==> src/rtl/voice_allocator.sv <==
// voice_allocator: polyphony scheduler that maps note events onto oscillator slots.
// Ports: clk/rst, note_* event handshake in, voice_done in, per-voice state/key/vel/trigger out, steal pulse.
module voice_allocator #(
  parameter int N_VOICES = 8,
  parameter int KEY_W    = 7,
  parameter int VEL_W    = 7,
  parameter int AGE_W    = 8
) (
  input  logic                      clk,
  input  logic                      rst,
  input  logic                      note_valid,
  output logic                      note_ready,
  input  logic                      note_on,
  input  logic [KEY_W-1:0]          note_key,
  input  logic [VEL_W-1:0]          note_velocity,
  input  logic [N_VOICES-1:0]       voice_done,
  output logic [N_VOICES-1:0]       voice_active,
  output logic [N_VOICES-1:0]       voice_gate,
  output logic [N_VOICES-1:0]       voice_trigger,
  output logic [N_VOICES*KEY_W-1:0] voice_key,
  output logic [N_VOICES*VEL_W-1:0] voice_velocity,
  output logic                      steal
);

  localparam int IW = (N_VOICES > 1) ? $clog2(N_VOICES) : 1;
  localparam logic [1:0] S_IDLE   = 2'd0;
  localparam logic [1:0] S_SCAN   = 2'd1;
  localparam logic [1:0] S_COMMIT = 2'd2;
  localparam logic [AGE_W-1:0] AGE_MAX = {AGE_W{1'b1}};
  localparam logic [IW-1:0] LAST = IW'(N_VOICES - 1);

  logic [1:0]        fsm;
  logic [IW-1:0]     idx;
  logic              ev_on;
  logic [KEY_W-1:0]  ev_key;
  logic [VEL_W-1:0]  ev_vel;

  logic              m_hit, f_hit, o_hit;
  logic [IW-1:0]     m_idx, f_idx, o_idx;
  logic [AGE_W-1:0]  o_age;

  logic [N_VOICES-1:0] act, gate, trig;
  logic [KEY_W-1:0]    key_r [N_VOICES];
  logic [VEL_W-1:0]    vel_r [N_VOICES];
  logic [AGE_W-1:0]    age   [N_VOICES];

  logic              v_act, v_gate, key_hit;
  logic [AGE_W-1:0]  v_age;
  logic [IW-1:0]     c_idx;
  logic              c_do, c_steal;

  // Voice under inspection this SCAN cycle.
  // Note-on matches any sounding voice, note-off only held ones.
  always_comb begin
    v_act   = act[idx];
    v_gate  = gate[idx];
    v_age   = age[idx];
    key_hit = (key_r[idx] == ev_key) && (ev_on ? v_act : v_gate);
  end

  always_comb begin
    c_idx   = o_idx;
    c_do    = 1'b0;
    c_steal = 1'b0;
    if (ev_on) begin
      c_do = 1'b1;
      priority case (1'b1)
        m_hit:   c_idx = m_idx;
        f_hit:   c_idx = f_idx;
        default: begin
          c_idx   = o_idx;
          c_steal = 1'b1;
        end
      endcase
    end else begin
      c_idx = m_idx;
      c_do  = m_hit;
    end
  end

  always_ff @(posedge clk) begin
    if (rst) begin
      fsm    <= S_IDLE;
      idx    <= '0;
      ev_on  <= 1'b0;
      ev_key <= '0;
      ev_vel <= '0;
      m_hit  <= 1'b0;
      f_hit  <= 1'b0;
      o_hit  <= 1'b0;
      m_idx  <= '0;
      f_idx  <= '0;
      o_idx  <= '0;
      o_age  <= '0;
      act    <= '0;
      gate   <= '0;
      trig   <= '0;
      steal  <= 1'b0;
      for (int i = 0; i < N_VOICES; i++) begin
        key_r[i] <= '0;
        vel_r[i] <= '0;
        age[i]   <= '0;
      end
    end else begin
      trig  <= '0;
      steal <= 1'b0;
      for (int i = 0; i < N_VOICES; i++)
        if (act[i] && !gate[i] && voice_done[i])
          act[i] <= 1'b0;
      case (fsm)
        S_IDLE: begin
          if (note_valid) begin
            ev_on  <= note_on;
            ev_key <= note_key;
            ev_vel <= note_velocity;
            idx    <= '0;
            m_hit  <= 1'b0;
            f_hit  <= 1'b0;
            o_hit  <= 1'b0;
            fsm    <= S_SCAN;
          end
        end
        S_SCAN: begin
          if (key_hit && !m_hit) begin
            m_hit <= 1'b1;
            m_idx <= idx;
          end
          if (!v_act && !f_hit) begin
            f_hit <= 1'b1;
            f_idx <= idx;
          end
          if (v_act && (!o_hit || v_age > o_age)) begin
            o_hit <= 1'b1;
            o_idx <= idx;
            o_age <= v_age;
          end
          if (idx == LAST) fsm <= S_COMMIT;
          else             idx <= idx + 1'b1;
        end
        S_COMMIT: begin
          fsm <= S_IDLE;
          // Placed after the voice_done loop so a commit wins.
          if (c_do && ev_on) begin
            steal <= c_steal;
            for (int i = 0; i < N_VOICES; i++) begin
              if (c_idx == IW'(i)) begin
                act[i]   <= 1'b1;
                gate[i]  <= 1'b1;
                trig[i]  <= 1'b1;
                key_r[i] <= ev_key;
                vel_r[i] <= ev_vel;
                age[i]   <= '0;
              end else if (act[i] && age[i] != AGE_MAX) begin
                age[i] <= age[i] + 1'b1;
              end
            end
          end else if (c_do) begin
            gate[c_idx] <= 1'b0;
          end
        end
        default: fsm <= S_IDLE;
      endcase
    end
  end

  assign note_ready    = (fsm == S_IDLE);
  assign voice_active  = act;
  assign voice_gate    = gate;
  assign voice_trigger = trig;

  for (genvar g = 0; g < N_VOICES; g++) begin : g_pack
    assign voice_key[g*KEY_W +: KEY_W]      = key_r[g];
    assign voice_velocity[g*VEL_W +: VEL_W] = vel_r[g];
  end

endmodule

==> config.mk <==
export PLATFORM = sky130hd
export DESIGN_NAME = voice_allocator
export DESIGN_NICKNAME = d
export VERILOG_FILES = /design/src/rtl/voice_allocator.sv
export SDC_FILE = /design/constraint.sdc
export NUM_CORES = 1
export LEC_CHECK = 0
export CORE_ASPECT_RATIO = 1.75
export CORE_MARGIN = 2
export CORE_UTILIZATION = 41
export DETAILED_ROUTE_END_ITERATION = 8
export PLACE_DENSITY = 0.71
export RECOVER_POWER = 100
export SYNTH_ARGS = -nofsm -noshare
export SYNTH_HDL_FRONTEND = slang
export SYNTH_SLANG_ARGS = --single-unit
==> constraint.sdc <==
create_clock -name clk -period 3.25 [get_ports clk]
set_input_delay 0.65 -clock clk [delete_from_list [all_inputs] [get_ports clk]]
set_output_delay 0.65 -clock clk [all_outputs]
set_load 0.02 [all_outputs]
# == Word-level counts from Yosys, hierarchy flattened ==
# Memory sizes are Yosys's and may differ from the RTL's. A register that Yosys moved wholly into a read port is not among the register bits.
# Index checks and enable logic that the tools add are counted.
# W data, S select, Z words.
# word_totals
register_bits,65
ramBits,176
inputBits,26
out_inout_bits,138
word_cells,354
mem_count,3
# classes
addsub,9
order_cmp,4
n_eq_ne,33
n_mux,179
bitwise_logic,37
n_reduce_logical,66
# mem_list
name,words,word_bits,read_ports,rd_ports_with_merged_regs,wr,line_no,rtl
age,8,8,9,1,8,45,logic [AGE_W-1:0] age [N_VOICES];
key_r,8,7,9,1,8,43,logic [KEY_W-1:0] key_r [N_VOICES];
vel_r,8,7,8,0,8,44,logic [VEL_W-1:0] vel_r [N_VOICES];
# op_table
operator,n
$mux W8,20
$mux W1,124
$mux W7,16
$add A8 B1 Y8 const B,8
$ne A8 B8 Y1 const B,8
$reduce_and A3 Y1,12
$or A1 B1 Y1,32
$logic_and A1 B1 Y1,30
$mux W3,9
$ne A2 B1 Y1 const B,8
$eq A3 B3 Y1 const B,5
$logic_not A1 Y1,12
$ne A2 B2 Y1 const B,6
$reduce_and A2 Y1,5
$and A8 B8 Y8,1
$gt A8 B8 Y1,1
$lt A3 B4 Y1 const B,2
$not A8 Y8,1
$eq A7 B7 Y1,1
$bmux W1 S3,2
$eq A3 B2 Y1 const B,2
$pmux W1 S2,3
$pmux W3 S2,1
$reduce_or A5 Y1,1
other kinds (14),18

# == Longest topological paths before layout ==
# logic_depth
ltp_word,11
depth_mapped,13
ltp_nobuf,9

# == Least setup slack after synthesis ==
# No wires, ideal clock.
# synth_timing
path_kind,reg-to-reg
from,register (tool-made name)
to,register o_age[0]
setup_time_ps,70
arrival_time_ps,3166
t_required_ps,3180
slack_ps,14
stages_incl_launch_ff,14
synth_period_minus_slack_ps,3236
path_cell_list,dfxtp_1 buf_6 buf_6 buf_2 mux4_2 mux2_2 ha_1 nand3_1 o221a_2 o221ai_1 nand3_1 buf_2 or2_2 a21oi_1
# synth_lines
item,line_no,rtl
to (signal assigned),135,o_age <= v_age;
to (decl),40,logic [AGE_W-1:0] o_age;

==> metrics.yaml <==
power_density_nw_per_um2: 484.4
clock-sinks: 244
die_x_um: 127.7
antenna_cells: 0
end_kind: "flop"
io_buffer_count: 163
cp_max_fo: 17
setup_viol: 0
grt_pass1_wl_mm: 46.50
path_common_cell: "nand3_1"
ys.flop_type: "edfxtp_1"
hpwlAfterDp_mm: 23.21
fillers: 2389
cp_num_buf_inv: 2
critPathMaxStageDelay_ns: 0.55
crit_path_end: "o_idx[1]"
cp-start-kind: "flop"
viasPerCell: 5.525
cts-resized-gates: 0
crit_cells: 11
fin_ws_ns: 0.2115
synth_nets: 972
avgSynthCellArea_um2: 11.83
synth_cells: 928
final_max_slew_viol_count: 0
fin_crit_sh: 0.9349
crit_type: "reg2reg"
totalWireLength_mm: 31.06
post-route-util: 0.5157
cts_tree: "yes"
die-height_um: 220.4
grtUsageTotal: 0.2194
slew_headroom: 0.03260
wl_per_cell_um: 21.43
first_pass_iters: 5
start_util: 0.4143
synth_top_area_cell: "edfxtp_1"
io_pins: 164
ys_seq_area_frac: 0.6056
rows: 79
synth_cell_types: 48
crit_family: "multiplexers"
fin_skew_ns: 0.01648
top_usage_layer: "met2"
dpl_worst_slack_ns: 0.2734
use_met1: 0.2276
ant_nets: 0
cp.required_ns: 3.64
hold_violations: 0
cts-hold-fix-buffers: 0
synthArstFlopShare: 0
crit_arrival_ns: 3.43
cts_buffers: 23
drc: 0
netlist.area_leader.share: 0.4815
vdd_drop_max_v: 0.0003754
maxCapViolCount: 0
cts_setup_buffers: 0
dieArea_um2: 28150
reg2reg_to: "o_idx[1]"
ys_seq_elements: 244
grt_pass1_vias: 8147
use_met2: 0.4121
num-nets-final: 1153
clockRootBuffer: "clkbuf_16"
path_cells: "buf_12 > mux4_2 > mux2_2 > ha_1 > nand3_1 > o221a_2 > o221ai_1 > nand3_1 > clkbuf_1 > mux2i_1 > nor2_1"
crit_path_top_delay_cell: "mux4_2"
antenna_found_initial: 0
worstHoldPathType: "reg2reg"
gp_congestion: 1.018
worst-r2r-cell-count: 11
clkTransAtPathRegs_ns: 0.07
drive_gt1_frac: 0.09067
grt.met3_usage: 0.02950
initialDrtViolationCount: 689
clock_latency_ns: 0.53
reg2reg_setup_slack_ns: 0.21
yosysWarnings: 0
fmax_mhz: 329.1
status: "completed"
overflow: 0
netlist_area_um2: 10980
netlist_top_cells_area: "edfxtp_1 48%, dfxtp_1 12%, nor2_1 6.2%, mux4_2 4.5%, xor2_1 3.4%"
min_period_ns: 3.038
rsz0062_at_grt: "false"
clock_path_buffers: 3
h-tree-depth: 1
grt_max_degree: 57
leakage_nw: 5.183
worst_slew_pin_slew_ns: 1.451
fin_setup_tns_ns: 0
vias: 8006
synth-edff-count: 176
core_area_um2: 26490
area_delta_synth_final_pct: 24.46
==> cell usage in the layout, fill, tap and decap left out, types with 4 or more instances in the layout <==
master / Yosys / routed
nor2_1: 180 / 180
edfxtp_1: 176 / 176
dlygate4sd3_1: 0 / 138
nand2_1: 68 / 68
dfxtp_1: 68 / 67
nand3_1: 64 / 64
xor2_1: 43 / 43
inv_1: 39 / 39
a21oi_1: 39 / 39
mux2i_1: 33 / 33
clkdlybuf4s50_1: 0 / 24
clkbuf_16: 0 / 23
mux4_2: 22 / 22
and3_1: 19 / 19
clkbuf_1: 20 / 19
ha_1: 18 / 18
o21ai_0: 17 / 17
mux2_2: 13 / 12
buf_4: 5 / 12
nand4_1: 10 / 10
clkbuf_2: 0 / 10
a22oi_1: 8 / 8
xnor2_1: 8 / 8
a211oi_1: 7 / 7
clkinv_2: 0 / 7
nand2b_1: 5 / 5
or3_1: 4 / 4
or2_2: 5 / 4
==> power breakdown <==
part / total, mW / switching [mW] / internal, mW
sequential: 3.52 / 0.0884 / 3.43
clock: 2.55 / 1.16 / 1.39
combinational: 0.548 / 0.322 / 0.226
total: 6.62 / 1.57 / 5.04
==> cell type report <==
cell class              count  area [um^2]  share of cell area
clock buffers              29        598.1             0.04378
clock inverters            12        85.08            0.006228
inverters                  39        146.4             0.01072
multi-input cells         603         3948              0.2890
flip-flops and latches    244         6648              0.4866
well taps                 324        405.4             0.02968
repair buffers            198         1831              0.1340
==> synthesized netlist by cell type, types with 2 or more instances <==
master and instances:
a211oi_1 7, a21oi_1 39, a22o_1 2, a22oi_1 8, a31o_2 5, and2_1 4
and2b_1 2, and3_1 19, buf_2 11, buf_4 5, buf_6 6, clkbuf_1 20
dfxtp_1 68, edfxtp_1 176, ha_1 18, inv_1 39, mux2_2 13, mux2i_1 33
mux4_1 3, mux4_2 22, nand2_1 68, nand2b_1 5, nand3_1 64, nand3b_1 2
nand4_1 10, nor2_1 180, nor2b_1 3, nor3_1 3, nor3b_1 2, o21ai_0 17
or2_2 5, or3_1 4, xnor2_1 8, xor2_1 43
==> per-layer routing <==
layer | wire length, um | vias up
met5 | 0 | -
li1 | - | 3669
met4 | 2091 | 0
met3 | 1664 | 98
met2 | 16550 | 340
met1 | 10750 | 3899
==> worst min-delay path: cells and delay by family (launching register included) <==
kind             cells  cell delay, ns
flip-flops           1            0.31
AND/OR/NAND/NOR      1            0.05
AO/OA/AOI/OAI        1            0.05
==> sequential cells by signal, indices dropped and copies added, names as in the netlist, 7 cells and up, named ones only <==
register and count:
voice_active 8, age 64, ev_vel 7, vel_r 56, ev_key 7, key_r 56
o_age 8, voice_trigger 8, voice_gate 8
==> kinds of logic (layout without fill, tap and decap cells) <==
| family | Yosys count | in the layout | synth area share |
|---|---|---|---|
| flip-flops | 244 | 244 | 0.6056 |
| AO/OA/AOI/OAI | 86 | 86 | 0.04731 |
| buffers and inverters | 81 | 278 | 0.03477 |
| multiplexers | 73 | 73 | 0.09918 |
| adder cells (fa/ha/maj) | 18 | 18 | 0.02052 |
| AND/OR/NAND/NOR | 375 | 375 | 0.1520 |
| XOR/XNOR | 51 | 51 | 0.04070 |
==> how the worst min path moves through the flow <==
stage / from / end / slack (ns) / depth (start not counted)
after detailed placement: ev_vel[2] / ev_vel[2] / 0.45 / 2
after floorplan: o_idx[2] / o_idx[2] / 0.43 / 2
final: ev_vel[2] / ev_vel[2] / 0.46 / 2
after CTS: ev_vel[2] / ev_vel[2] / 0.46 / 2
after global routing: ev_vel[6] / ev_vel[6] / 0.48 / 2
after global placement: ev_vel[1] / ev_vel[1] / 0.44 / 2
==> stage by stage <==
step           hold WS [ns]  instance area, um^2  power, mW  std cells
3_3_place_gp         0.4436                13050      4.153       1408
6_report             0.4562                13660      6.617       1449
2_1_floorplan        0.4295                10980      3.889        928
5_1_grt              0.4777                13660      6.812       1449
4_1_cts              0.4570                13730      6.682       1449
3_5_place_dp         0.4481                13050      4.162       1408
No activity file was read; power rests on OpenSTA's default activity.
